$ cat config.mk
export PLATFORM = sky130hd
export DESIGN_NAME = inert_seq
export DESIGN_NICKNAME = d
export VERILOG_FILES = /design/src/rtl/inert_seq_pkg.sv /design/src/rtl/inert_seq_int_sync.sv /design/src/rtl/inert_seq.sv
export SDC_FILE = /design/constraint.sdc
export NUM_CORES = 1
export LEC_CHECK = 0
export ABC_AREA = 0
export BUFFER_PORTS_ARGS = -buffer_cell sky130_fd_sc_hd__buf_2
export CAP_MARGIN = 20
export CORE_MARGIN = 1
export CORE_UTILIZATION = 58
export CTS_BUF_LIST = sky130_fd_sc_hd__clkbuf_8
export CTS_CLUSTER_SIZE = 30
export DETAILED_ROUTE_END_ITERATION = 10
export GPL_ROUTABILITY_DRIVEN = 0
export HOLD_SLACK_MARGIN = 0.12
export PLACE_DENSITY = 0.82
export SLEW_MARGIN = 20
export SYNTH_ARGS = -nofsm -noshare
export SYNTH_HDL_FRONTEND = slang
export SYNTH_SLANG_ARGS = --single-unit
export TNS_END_PERCENT = 20
$ cat constraint.sdc
create_clock -name clk -period 3.35 [get_ports clk]
set_input_delay 0.67 -clock clk [delete_from_list [all_inputs] [get_ports clk]]
set_output_delay 0.67 -clock clk [all_outputs]
set_load 0.005 [all_outputs]
$ cat src/rtl/inert_seq_pkg.sv
// ---------------------------------------------------------------------------
// inert_pkg
// Shared definitions for the inertial sensor transaction sequencer:
//   - inert_state_t : sequencer FSM states
//   - inert_dbg_t   : debug view of the sequencer (state, command index,
//                     pending data-ready request)
//   - CMD_*         : command words sent to the SPI monarch
//   - CFG_LAST, RD_FIRST, RD_LAST : command index landmarks
//   - cmd_rom()     : command index -> command word lookup
// ---------------------------------------------------------------------------
package inert_pkg;

    typedef enum logic [2:0] {
        PWRUP  = 3'd0,
        ISSUE  = 3'd1,
        WAIT   = 3'd2,
        IDLE   = 3'd3,
        UPDATE = 3'd4
    } inert_state_t;

    typedef struct packed {
        inert_state_t state;
        logic [3:0]   idx;
        logic         pending;
    } inert_dbg_t;

    // Configuration writes, issued once after power-up.
    localparam logic [15:0] CMD_CFG0  = 16'h0D02;
    localparam logic [15:0] CMD_CFG1  = 16'h1053;
    localparam logic [15:0] CMD_CFG2  = 16'h1150;

    // Rate register reads; the low byte of each command is don't-care.
    localparam logic [15:0] CMD_PTCH_L = 16'hA200;
    localparam logic [15:0] CMD_PTCH_H = 16'hA300;
    localparam logic [15:0] CMD_ROLL_L = 16'hA400;
    localparam logic [15:0] CMD_ROLL_H = 16'hA500;
    localparam logic [15:0] CMD_YAW_L  = 16'hA600;
    localparam logic [15:0] CMD_YAW_H  = 16'hA700;

    localparam logic [3:0] CFG_FIRST = 4'd0;
    localparam logic [3:0] CFG_LAST  = 4'd2;
    localparam logic [3:0] RD_FIRST  = 4'd3;
    localparam logic [3:0] RD_LAST   = 4'd8;

    function automatic logic [15:0] cmd_rom(input logic [3:0] idx);
        logic [15:0] cmd;
        case (idx)
            4'd0:    cmd = CMD_CFG0;
            4'd1:    cmd = CMD_CFG1;
            4'd2:    cmd = CMD_CFG2;
            4'd3:    cmd = CMD_PTCH_L;
            4'd4:    cmd = CMD_PTCH_H;
            4'd5:    cmd = CMD_ROLL_L;
            4'd6:    cmd = CMD_ROLL_H;
            4'd7:    cmd = CMD_YAW_L;
            4'd8:    cmd = CMD_YAW_H;
            default: cmd = 16'h0000;
        endcase
        return cmd;
    endfunction

endpackage

$ cat src/rtl/inert_seq_int_sync.sv
// ---------------------------------------------------------------------------
// int_sync
// Brings an asynchronous active-high request into the clk domain through a
// two-flop synchronizer and produces a one-cycle pulse on each rising edge
// of the synchronized level.
// Ports:
//   i_clk    : clock
//   i_rst_n  : asynchronous active-low reset
//   i_async  : asynchronous input level
//   o_rise   : one-cycle pulse, synchronized rising edge of i_async
// ---------------------------------------------------------------------------
module int_sync (
    input  logic i_clk,
    input  logic i_rst_n,
    input  logic i_async,
    output logic o_rise
);

    logic r_meta;
    logic r_sync;
    logic r_prev;

    always_ff @(posedge i_clk or negedge i_rst_n) begin
        if (!i_rst_n) begin
            r_meta <= 1'b0;
            r_sync <= 1'b0;
            r_prev <= 1'b0;
        end else begin
            r_meta <= i_async;
            r_sync <= r_meta;
            r_prev <= r_sync;
        end
    end

    assign o_rise = r_sync & ~r_prev;

endmodule

$ cat src/rtl/inert_seq.sv
// ---------------------------------------------------------------------------
// inert_seq
// Transaction sequencer between the 16-bit SPI monarch and the rate
// consumer. After reset it waits 2^PWRUP_W-1 cycles for sensor power-up,
// issues three configuration writes, then answers every sensor data-ready
// interrupt with six register reads and presents the assembled pitch, roll
// and yaw rates together with a one-cycle vld strobe.
//
// Monarch handshake: wrt is a one-cycle start strobe; wt_data is held from
// wrt until done. done is a level that the monarch clears on the wrt edge,
// so a done still high during the wrt cycle belongs to the previous
// transaction and is ignored; the transaction completes on the first done=1
// seen in WAIT. rd_data[7:0] is valid whenever done=1.
//
// Ports:
//   clk, rst_n       : clock, asynchronous active-low reset
//   INT              : sensor data-ready, asynchronous, active high
//   done, rd_data    : monarch completion level and receive data
//   wrt, wt_data     : monarch start strobe and command word
//   ptch_rt, roll_rt, yaw_rt : assembled rates {high byte, low byte}
//   vld              : one-cycle strobe, all three rates updated together
//   cfg_done         : configuration finished, sticky until reset
//   o_dbg            : sequencer state, command index and pending flag
// ---------------------------------------------------------------------------
module inert_seq
    import inert_pkg::*;
#(
    parameter int PWRUP_W = 16
) (
    input  logic        clk,
    input  logic        rst_n,
    input  logic        INT,
    input  logic        done,
    input  logic [15:0] rd_data,
    output logic        wrt,
    output logic [15:0] wt_data,
    output logic [15:0] ptch_rt,
    output logic [15:0] roll_rt,
    output logic [15:0] yaw_rt,
    output logic        vld,
    output logic        cfg_done,
    output inert_dbg_t  o_dbg
);

    inert_state_t        r_state;
    inert_state_t        w_state_nxt;
    logic [3:0]          r_idx;
    logic [3:0]          w_idx_nxt;
    logic [PWRUP_W-1:0]  r_cnt;
    logic [PWRUP_W-1:0]  w_cnt_plus;
    logic                r_pend;
    logic                r_cfg_done;
    logic [15:0]         r_wt_data;
    logic [7:0]          r_p_lo;
    logic [7:0]          r_p_hi;
    logic [7:0]          r_r_lo;
    logic [7:0]          r_r_hi;
    logic [7:0]          r_y_lo;
    logic [7:0]          r_y_hi;
    logic [15:0]         r_ptch;
    logic [15:0]         r_roll;
    logic [15:0]         r_yaw;
    logic                r_vld;

    logic                w_int_rise;
    logic                w_cnt_inc;
    logic                w_cap;
    logic                w_cfg_set;
    logic                w_pend_clr;
    logic                w_upd;
    logic                w_wrt;
    logic                w_unused_rd_hi;

    // Only the low byte of each read response carries register data.
    assign w_unused_rd_hi = ^rd_data[15:8];

    int_sync u_int_sync (
        .i_clk   (clk),
        .i_rst_n (rst_n),
        .i_async (INT),
        .o_rise  (w_int_rise)
    );

    assign w_cnt_plus = r_cnt + {{(PWRUP_W-1){1'b0}}, 1'b1};

    // ---------------------------------------------------------------- FSM
    always_ff @(posedge clk or negedge rst_n) begin
        if (!rst_n) begin
            r_state <= PWRUP;
        end else begin
            r_state <= w_state_nxt;
        end
    end

    always_comb begin
        w_state_nxt = r_state;
        w_idx_nxt   = r_idx;
        w_cnt_inc   = 1'b0;
        w_cap       = 1'b0;
        w_cfg_set   = 1'b0;
        w_pend_clr  = 1'b0;
        w_upd       = 1'b0;
        w_wrt       = 1'b0;
        case (r_state)
            PWRUP: begin
                // Leave on the edge where the counter becomes all-ones.
                w_cnt_inc = 1'b1;
                if (w_cnt_plus == {PWRUP_W{1'b1}}) begin
                    w_state_nxt = ISSUE;
                    w_idx_nxt   = CFG_FIRST;
                end
            end
            ISSUE: begin
                // done is deliberately not looked at here.
                w_wrt       = 1'b1;
                w_state_nxt = WAIT;
            end
            WAIT: begin
                if (done) begin
                    if (r_idx < CFG_LAST) begin
                        w_idx_nxt   = r_idx + 4'd1;
                        w_state_nxt = ISSUE;
                    end else if (r_idx == CFG_LAST) begin
                        w_cfg_set   = 1'b1;
                        w_state_nxt = IDLE;
                    end else if (r_idx < RD_LAST) begin
                        w_cap       = 1'b1;
                        w_idx_nxt   = r_idx + 4'd1;
                        w_state_nxt = ISSUE;
                    end else begin
                        w_cap       = 1'b1;
                        w_state_nxt = UPDATE;
                    end
                end
            end
            IDLE: begin
                if (r_pend) begin
                    w_pend_clr  = 1'b1;
                    w_idx_nxt   = RD_FIRST;
                    w_state_nxt = ISSUE;
                end
            end
            UPDATE: begin
                w_upd       = 1'b1;
                w_state_nxt = IDLE;
            end
            default: begin
                w_state_nxt = PWRUP;
                w_idx_nxt   = CFG_FIRST;
            end
        endcase
    end

    // ------------------------------------------------------------ datapath
    always_ff @(posedge clk or negedge rst_n) begin
        if (!rst_n) begin
            r_cnt      <= '0;
            r_idx      <= 4'd0;
            r_pend     <= 1'b0;
            r_cfg_done <= 1'b0;
            r_wt_data  <= 16'h0000;
        end else begin
            if (w_cnt_inc) begin
                r_cnt <= w_cnt_plus;
            end
            r_idx <= w_idx_nxt;
            // A new edge in the clearing cycle must survive: set wins.
            r_pend     <= w_int_rise | (r_pend & ~w_pend_clr);
            r_cfg_done <= r_cfg_done | w_cfg_set;
            // Command word is loaded as ISSUE is entered and then held
            // through WAIT until the monarch reports done.
            if (w_state_nxt == ISSUE) begin
                r_wt_data <= cmd_rom(w_idx_nxt);
            end
        end
    end

    always_ff @(posedge clk or negedge rst_n) begin
        if (!rst_n) begin
            r_p_lo <= 8'h00;
            r_p_hi <= 8'h00;
            r_r_lo <= 8'h00;
            r_r_hi <= 8'h00;
            r_y_lo <= 8'h00;
            r_y_hi <= 8'h00;
        end else if (w_cap) begin
            case (r_idx)
                4'd3:    r_p_lo <= rd_data[7:0];
                4'd4:    r_p_hi <= rd_data[7:0];
                4'd5:    r_r_lo <= rd_data[7:0];
                4'd6:    r_r_hi <= rd_data[7:0];
                4'd7:    r_y_lo <= rd_data[7:0];
                4'd8:    r_y_hi <= rd_data[7:0];
                default: ;
            endcase
        end
    end

    // All three rates load on one edge from the complete set of holding
    // bytes, and vld rises with them, so a consumer never sees a mix.
    always_ff @(posedge clk or negedge rst_n) begin
        if (!rst_n) begin
            r_ptch <= 16'h0000;
            r_roll <= 16'h0000;
            r_yaw  <= 16'h0000;
            r_vld  <= 1'b0;
        end else begin
            r_vld <= w_upd;
            if (w_upd) begin
                r_ptch <= {r_p_hi, r_p_lo};
                r_roll <= {r_r_hi, r_r_lo};
                r_yaw  <= {r_y_hi, r_y_lo};
            end
        end
    end

    assign wrt      = w_wrt;
    assign wt_data  = r_wt_data;
    assign ptch_rt  = r_ptch;
    assign roll_rt  = r_roll;
    assign yaw_rt   = r_yaw;
    assign vld      = r_vld;
    assign cfg_done = r_cfg_done;

    assign o_dbg.state   = r_state;
    assign o_dbg.idx     = r_idx;
    assign o_dbg.pending = r_pend;

endmodule

==> results of run 1 <==
per-stage QoR:
step                      hold slack [ns]  cell area (sq um)  power (W)   util
after floorplan                     0.331               5880    0.00337      -
after global placement              0.340               6330    0.00376  0.648
after detailed placement            0.343               6330    0.00384  0.648
after CTS                           0.265               6730    0.00520  0.689
after global routing                0.301               6730    0.00548  0.689
final                               0.243               6730    0.00517  0.689
routing by layer:
layer  track usage  wire length, microns
met3        0.0800                   818
met4        0.0934                   136
met1         0.296                  4680
met2         0.396                  5940
met5             0                     0
how the worst max path moves through the flow:
stage	startpoint	endpoint	slack, ns	cells past startpoint
5_1_grt	r_idx[0]	wt_data[10]	0.11	12
3_3_place_gp	r_idx[0]	wt_data[9]	0.46	12
6_report	r_cnt[0]	wt_data[9]	0.39	11
4_1_cts	r_idx[0]	wt_data[9]	0.28	12
2_1_floorplan	r_idx[0]	wt_data[9]	0.61	12
3_5_place_dp	r_idx[0]	wt_data[9]	0.36	12
power breakdown:
group	total (W)	switching [W]	internal, W
logic	0.00142	0.000701	0.000722
registers	0.00241	0.000365	0.00204
clock network	0.00134	0.000650	0.000687
placed cells by master (no fill, tap or decap), types with 3 or more instances in the layout:
cell,instances
buf_2,80
nand3_1,16
xor2_1,4
mux2_2,96
nor2_1,13
nor3_1,7
dfrtp_1,133
a22o_1,4
clkinvlp_4,3
buf_4,5
a21oi_1,13
nand2_1,22
o21ai_0,11
conb_1,5
nand2b_1,4
inv_1,14
xnor2_1,15
inv_6,5
ha_1,11
nor2b_1,4
clkbuf_8,18
and3_1,3
state kept, by name, summed over array words and instances (netlist names), 3 cells and up:
register	flops
ptch_rt	16
r_cnt	16
roll_rt	16
yaw_rt	16
r_p_hi	8
r_p_lo	8
r_r_hi	8
r_r_lo	8
r_y_hi	8
r_y_lo	8
wt_data	8
r_idx	4
r_state	3
cell families after synthesis:
group                      Yosys count  share of synthesized area
AOI/OAI and AO/OA                   56                     0.0682
xor gates and xnor gates            19                     0.0284
adders and majority gates           11                     0.0235
buffers and inverters               42                     0.0399
DFF                                133                      0.567
muxes                               98                      0.188
other                                1                   0.000639
and+or+nand+nor                     87                     0.0847
layout make-up:
type                       count  area [sq um]  area share
tap                          133           166      0.0247
sequential                   133          3330       0.494
clock buffer                  18           248      0.0368
timing repair buffer          86           458      0.0680
clock inverter                14           149      0.0221
inverter                      15          56.3     0.00836
multi-input combinational    276          2330       0.346
==> results.toml, run 1 <==
[run_status]
status = "completed"

[worst_setup_path]
arrival_ns = 3.29
crit_chain = "ha_1 > xnor2_1 > nor3_1 > o211a_1 > o2111a_2 > a21oi_1 > inv_1 > ha_1 > inv_1 > or4_1 > o311ai_0"
critical_path_required_ns = 3.67
r2r_end = "wt_data[9]"
critical_path_class = "flip-flop to flip-flop"
cp_slowest_cell = "or4_1"
rrSetupSlack_ns = 0.39
start_kind = "flip-flop"
critPathTopFamily = "compound AO/OA/AOI/OAI gates"
cpPeakStageDelay_ns = 0.53
reg2reg_depth = 11
path_buf_inv = 2
timing.rr.start = "r_cnt[0]"
endpoint_kind = "flip-flop"
cp_max_fo = 6

[sta]
setup_violations = 0
fin_ws_ns = 0.386
fmax_mhz = 337
rsz0062_at_grt = "no"
clock_skew_ns = 0.0101
drv_slew = 0
fin_crit_ns = 2.96
maxSlewHeadroom = 0.568
hold_viol = 0
fin_tns_setup_ns = 0
fin_crit_sh = 0.885
worst_pin_slew_ns = 0.647

[floorplan]
ios = 95
rows = 36
start_util = 0.600
die-area_sq_um = 10500
fp.coreArea_sq_um = 9770
die_x_microns = 103
die_h_microns = 103

[routing]
wirelength_microns = 11600
vias = 3819
drc_errors = 0
detail-route-antenna-nets = 0
dr.pass1.iters = 6
drtIter0Drc = 153
wl_per_cell_microns = 17.1
drt-vias-per-instance = 5.66

[final_layout]
fin_cells = 675
n_fill_cell = 689
nNetsFinal = 560
area_delta_synth_final_pct = 14.7
drive_gt1_frac = 0.413
antenna_cells = 0

[placement]
io_buffers = 81
hpwl_microns = 7740
post-place-ws_ns = 0.361
dpl.cell_count = 643

[grt]
grt_use_total = 0.241
grt_max_degree = 60
first_global_vias = 3816
grt_pass1_wl_microns = 18800
grt_overflow = 0
grt_antenna_before_repair = 0

[synthesis]
yosysSeqAreaShare = 0.567
syn_area_sq_um = 5870
async_flop_share = 1.00
yosys_warnings = 0
ys_seq_elements = 133
synth_edf_count = 0
synth_top_area_cell = "dfrtp_1"
synth_top_area_share = 0.567
netlist_instances = 447
ys_top_cells_by_area = "dfrtp_1 57%, mux2_2 18%, ha_1 2.3%, xnor2_1 2.2%, nand2_1 1.4%"
ys_top_cells_by_count = "133 x dfrtp_1, 96 x mux2_2, 22 x nand2_1"
synth_flop_cell = "dfrtp_1"
ys_types = 60
yosysMostFrequentCell = "dfrtp_1"
syn_avg_cell_area_sq_um = 13.1

[clock_tree]
ctsResizeCount = 0
cts.sinks = 133
cts_tree = "done"
clock_latency_ns = 0.44
numCtsBuffers = 17
cts_hold_buf = 0
cts_root_buffer = "clkbuf_8"
clock_path_buffers = 2
post-cts-setup-buffer-count = 0
htree_num_levels = 4
clk_pin_slew_ns = 0.08

[pwr]
power_density_nw_per_um2 = 768
p_leak_nw = 3.50
peakVddDrop_mv = 0.638

[job]
maxCapViolations = 0

[min_path]
hold_path.class = "input pin to async pin"
Power figures use the tool's default switching activity.
==> inputs of run 2 (changes only) <==
--- a/config.mk
+++ b/config.mk
@@ -19,5 +19,6 @@
 export SLEW_MARGIN = 20
 export SYNTH_ARGS = -nofsm -noshare
 export SYNTH_HDL_FRONTEND = slang
+export SYNTH_HIERARCHICAL = 1
 export SYNTH_SLANG_ARGS = --single-unit
 export TNS_END_PERCENT = 20
==> constraint.sdc (replaced) <==
create_clock -name clk -period 3.25 [get_ports clk]
set_input_delay 0.65 -clock clk [delete_from_list [all_inputs] [get_ports clk]]
set_output_delay 0.65 -clock clk [all_outputs]
set_load 0.005 [all_outputs]
==> run 2 against run 1 <==
Compared with the run above:
- sequential share of layout area increased by 0.37 points
- maximum frequency increased by 0.96%
- first-iteration DRC count increased by 10%
- sequential power decreased by 7%
- combinational power decreased by 25%
- final area decreased by 0.74%
- critical path depth unchanged
- register-to-register slack got worse by 0.07 ns
- largest power group unchanged
==> results.toml, run 2 <==
[placement]
io_buffers = 81
placed_cell_area_sq_um = 6320
post-place-ws_ns = 0.363
hpwl_microns = 7720

[floorplan]
die_x_microns = 102
fp.coreArea_sq_um = 9730
start_util = 0.598
die_h_microns = 102
ios = 95
rows = 36
die-area_sq_um = 10400

[grt]
first_global_vias = 3580
grt_antenna_before_repair = 0
grt_overflow = 0
grt_max_degree = 84
grt_pass1_wl_microns = 18200
grt_use_total = 0.235

[sta]
fin_crit_sh = 0.903
fin_hold_ws_ns = 0.191
fmax_mhz = 341
rsz0062_at_grt = "no"
setup_violations = 0
fin_ws_ns = 0.314
clock_skew_ns = 0.00896
maxSlewHeadroom = 0.562
hold_viol = 0
fin_crit_ns = 2.94
worst_pin_slew_ns = 0.657
drv_slew = 0
fin_tns_setup_ns = 0

[routing]
detail-route-antenna-nets = 0
drt-vias-per-instance = 5.53
wirelength_microns = 11300
drc_errors = 0
dr.pass1.iters = 4
vias = 3695
drtIter0Drc = 169
wl_per_cell_microns = 16.9

[final_layout]
area_delta_synth_final_pct = 14.8
multi_input_comb_area_sq_um = 2300
antenna_cells = 0
final_common_cell = "dfrtp_1"
nNetsFinal = 553
drive_gt1_frac = 0.430
layout_common_cells = "133 x dfrtp_1, 97 x mux2_2, 80 x buf_2"
fin_area_sq_um = 6680
regArea_sq_um = 3330
n_fill_cell = 706

[synthesis]
synth_flop_cell = "dfrtp_1"
async_flop_share = 1.00
ys_types = 60
syn_avg_cell_area_sq_um = 13.2
synth_edf_count = 0
synth_top_area_share = 0.572
yosysMostFrequentCell = "dfrtp_1"
syn_area_sq_um = 5820
synth_top_area_cell = "dfrtp_1"
ys_top_cells_by_area = "dfrtp_1 57%, mux2_2 19%, ha_1 2.4%, xnor2_1 2.0%, nand2_1 1.3%"
ys_seq_elements = 133
netlist_instances = 440
ys_top_cells_by_count = "133 x dfrtp_1, 97 x mux2_2, 20 x nand2_1"
yosysSeqAreaShare = 0.572
yosys_warnings = 17

[clock_tree]
post-cts-setup-buffer-count = 0
cts_tree = "done"
cts_hold_buf = 0
clock_path_buffers = 2
htree_num_levels = 4
cts.sinks = 133
ctsResizeCount = 0
numCtsBuffers = 17
cts_root_buffer = "clkbuf_8"
clock_latency_ns = 0.42
clk_pin_slew_ns = 0.08

[min_path]
hold_path.class = "input pin to async pin"

[worst_setup_path]
critical_path_required_ns = 3.56
arrival_ns = 3.24
rrSetupSlack_ns = 0.31
endpoint_kind = "flip-flop"
start_kind = "flip-flop"
cp_max_fo = 8
critical_path_class = "flip-flop to flip-flop"

[run_status]
status = "completed"

[pwr]
power_density_nw_per_um2 = 678
p_leak_nw = 3.46
p_total_w = 0.00453
peakVddDrop_mv = 0.438

[job]
maxCapViolations = 0
-- run 2: cell count changes after synthesis, moves of 4 or more --
cell,before,now
buf_2,0,10
nand3_1,16,6
nor3_1,8,2
o21ai_0,12,6
a21oi_1,13,8
nand4_1,2,7
and2_1,0,4
buf_6,4,0
clkbuf_1,10,6
o22ai_1,2,6
-- run 2: layout make-up --
class | count | area share
Clock buffer | 18 | 0.0371
Clock inverter | 14 | 0.0170
Inverter | 17 | 0.00955
Multi-Input combinational cell | 268 | 0.344
Sequential cell | 133 | 0.498
Tap cell | 133 | 0.0249
Timing Repair Buffer | 85 | 0.0693
-- run 2: worst paths after layout --
| check | from | endpoint | cells after the start |
|---|---|---|---|
| min | rst_n | r_y_lo[5] | 1 |
| min in group clk | INT | u_int_sync/r_meta | 1 |
| max in group asynchronous | rst_n | r_r_hi[5] | 2 |
| min reg2reg | u_int_sync/r_meta | u_int_sync/r_sync | 0 |
| max | r_idx[0] | wt_data[9] | 11 |
| max reg2reg | r_idx[0] | wt_data[9] | 11 |
-- run 2: critical path: stages, from the launching register on --
cell	delay, ns
dfrtp_1	0.50
inv_1	0.18
ha_1	0.29
nor2b_1	0.11
o31ai_1	0.22
a21oi_1	0.10
o21ai_0	0.44
o211ai_1	0.22
ha_1	0.22
nor4_1	0.28
a21o_1	0.16
o22ai_1	0.08
-- run 2: cell families after synthesis --
family,Yosys count,share of synthesized area
AND/OR/NAND/NOR,87,0.0822
multiplexers,100,0.194
other,1,0.000645
XOR/XNOR,17,0.0269
AO/OA/AOI/OAI,48,0.0654
flip-flops,133,0.572
adder cells (fa/ha/maj),11,0.0237
buffers and inverters,43,0.0357
-- run 2: where the power goes --
part / leakage, nW / switching (W) / total, W / internal (W)
combinational: 1.47 / 0.000526 / 0.00106 / 0.000532
clock: 0.183 / 0.000616 / 0.00123 / 0.000616
sequential: 1.81 / 0.000277 / 0.00224 / 0.00196
total: 3.46 / 0.00142 / 0.00453 / 0.00311
-- run 2: through the flow --
step / utilization / cells
finish: 0.687 / 668
global route: 0.687 / 668
CTS: 0.687 / 668
detailed placement: 0.650 / 636
global placement: 0.650 / 636
floorplan: - / 444
-- run 2: routing by layer --
layer  wire length, microns  vias to the layer above  GRT usage
met2                   5640                      114      0.383
met4                    146                        0     0.0857
met1                   4960                     1853      0.301
met5                      0                        -          0
met3                    564                       13     0.0677
li1                       -                     1715          -
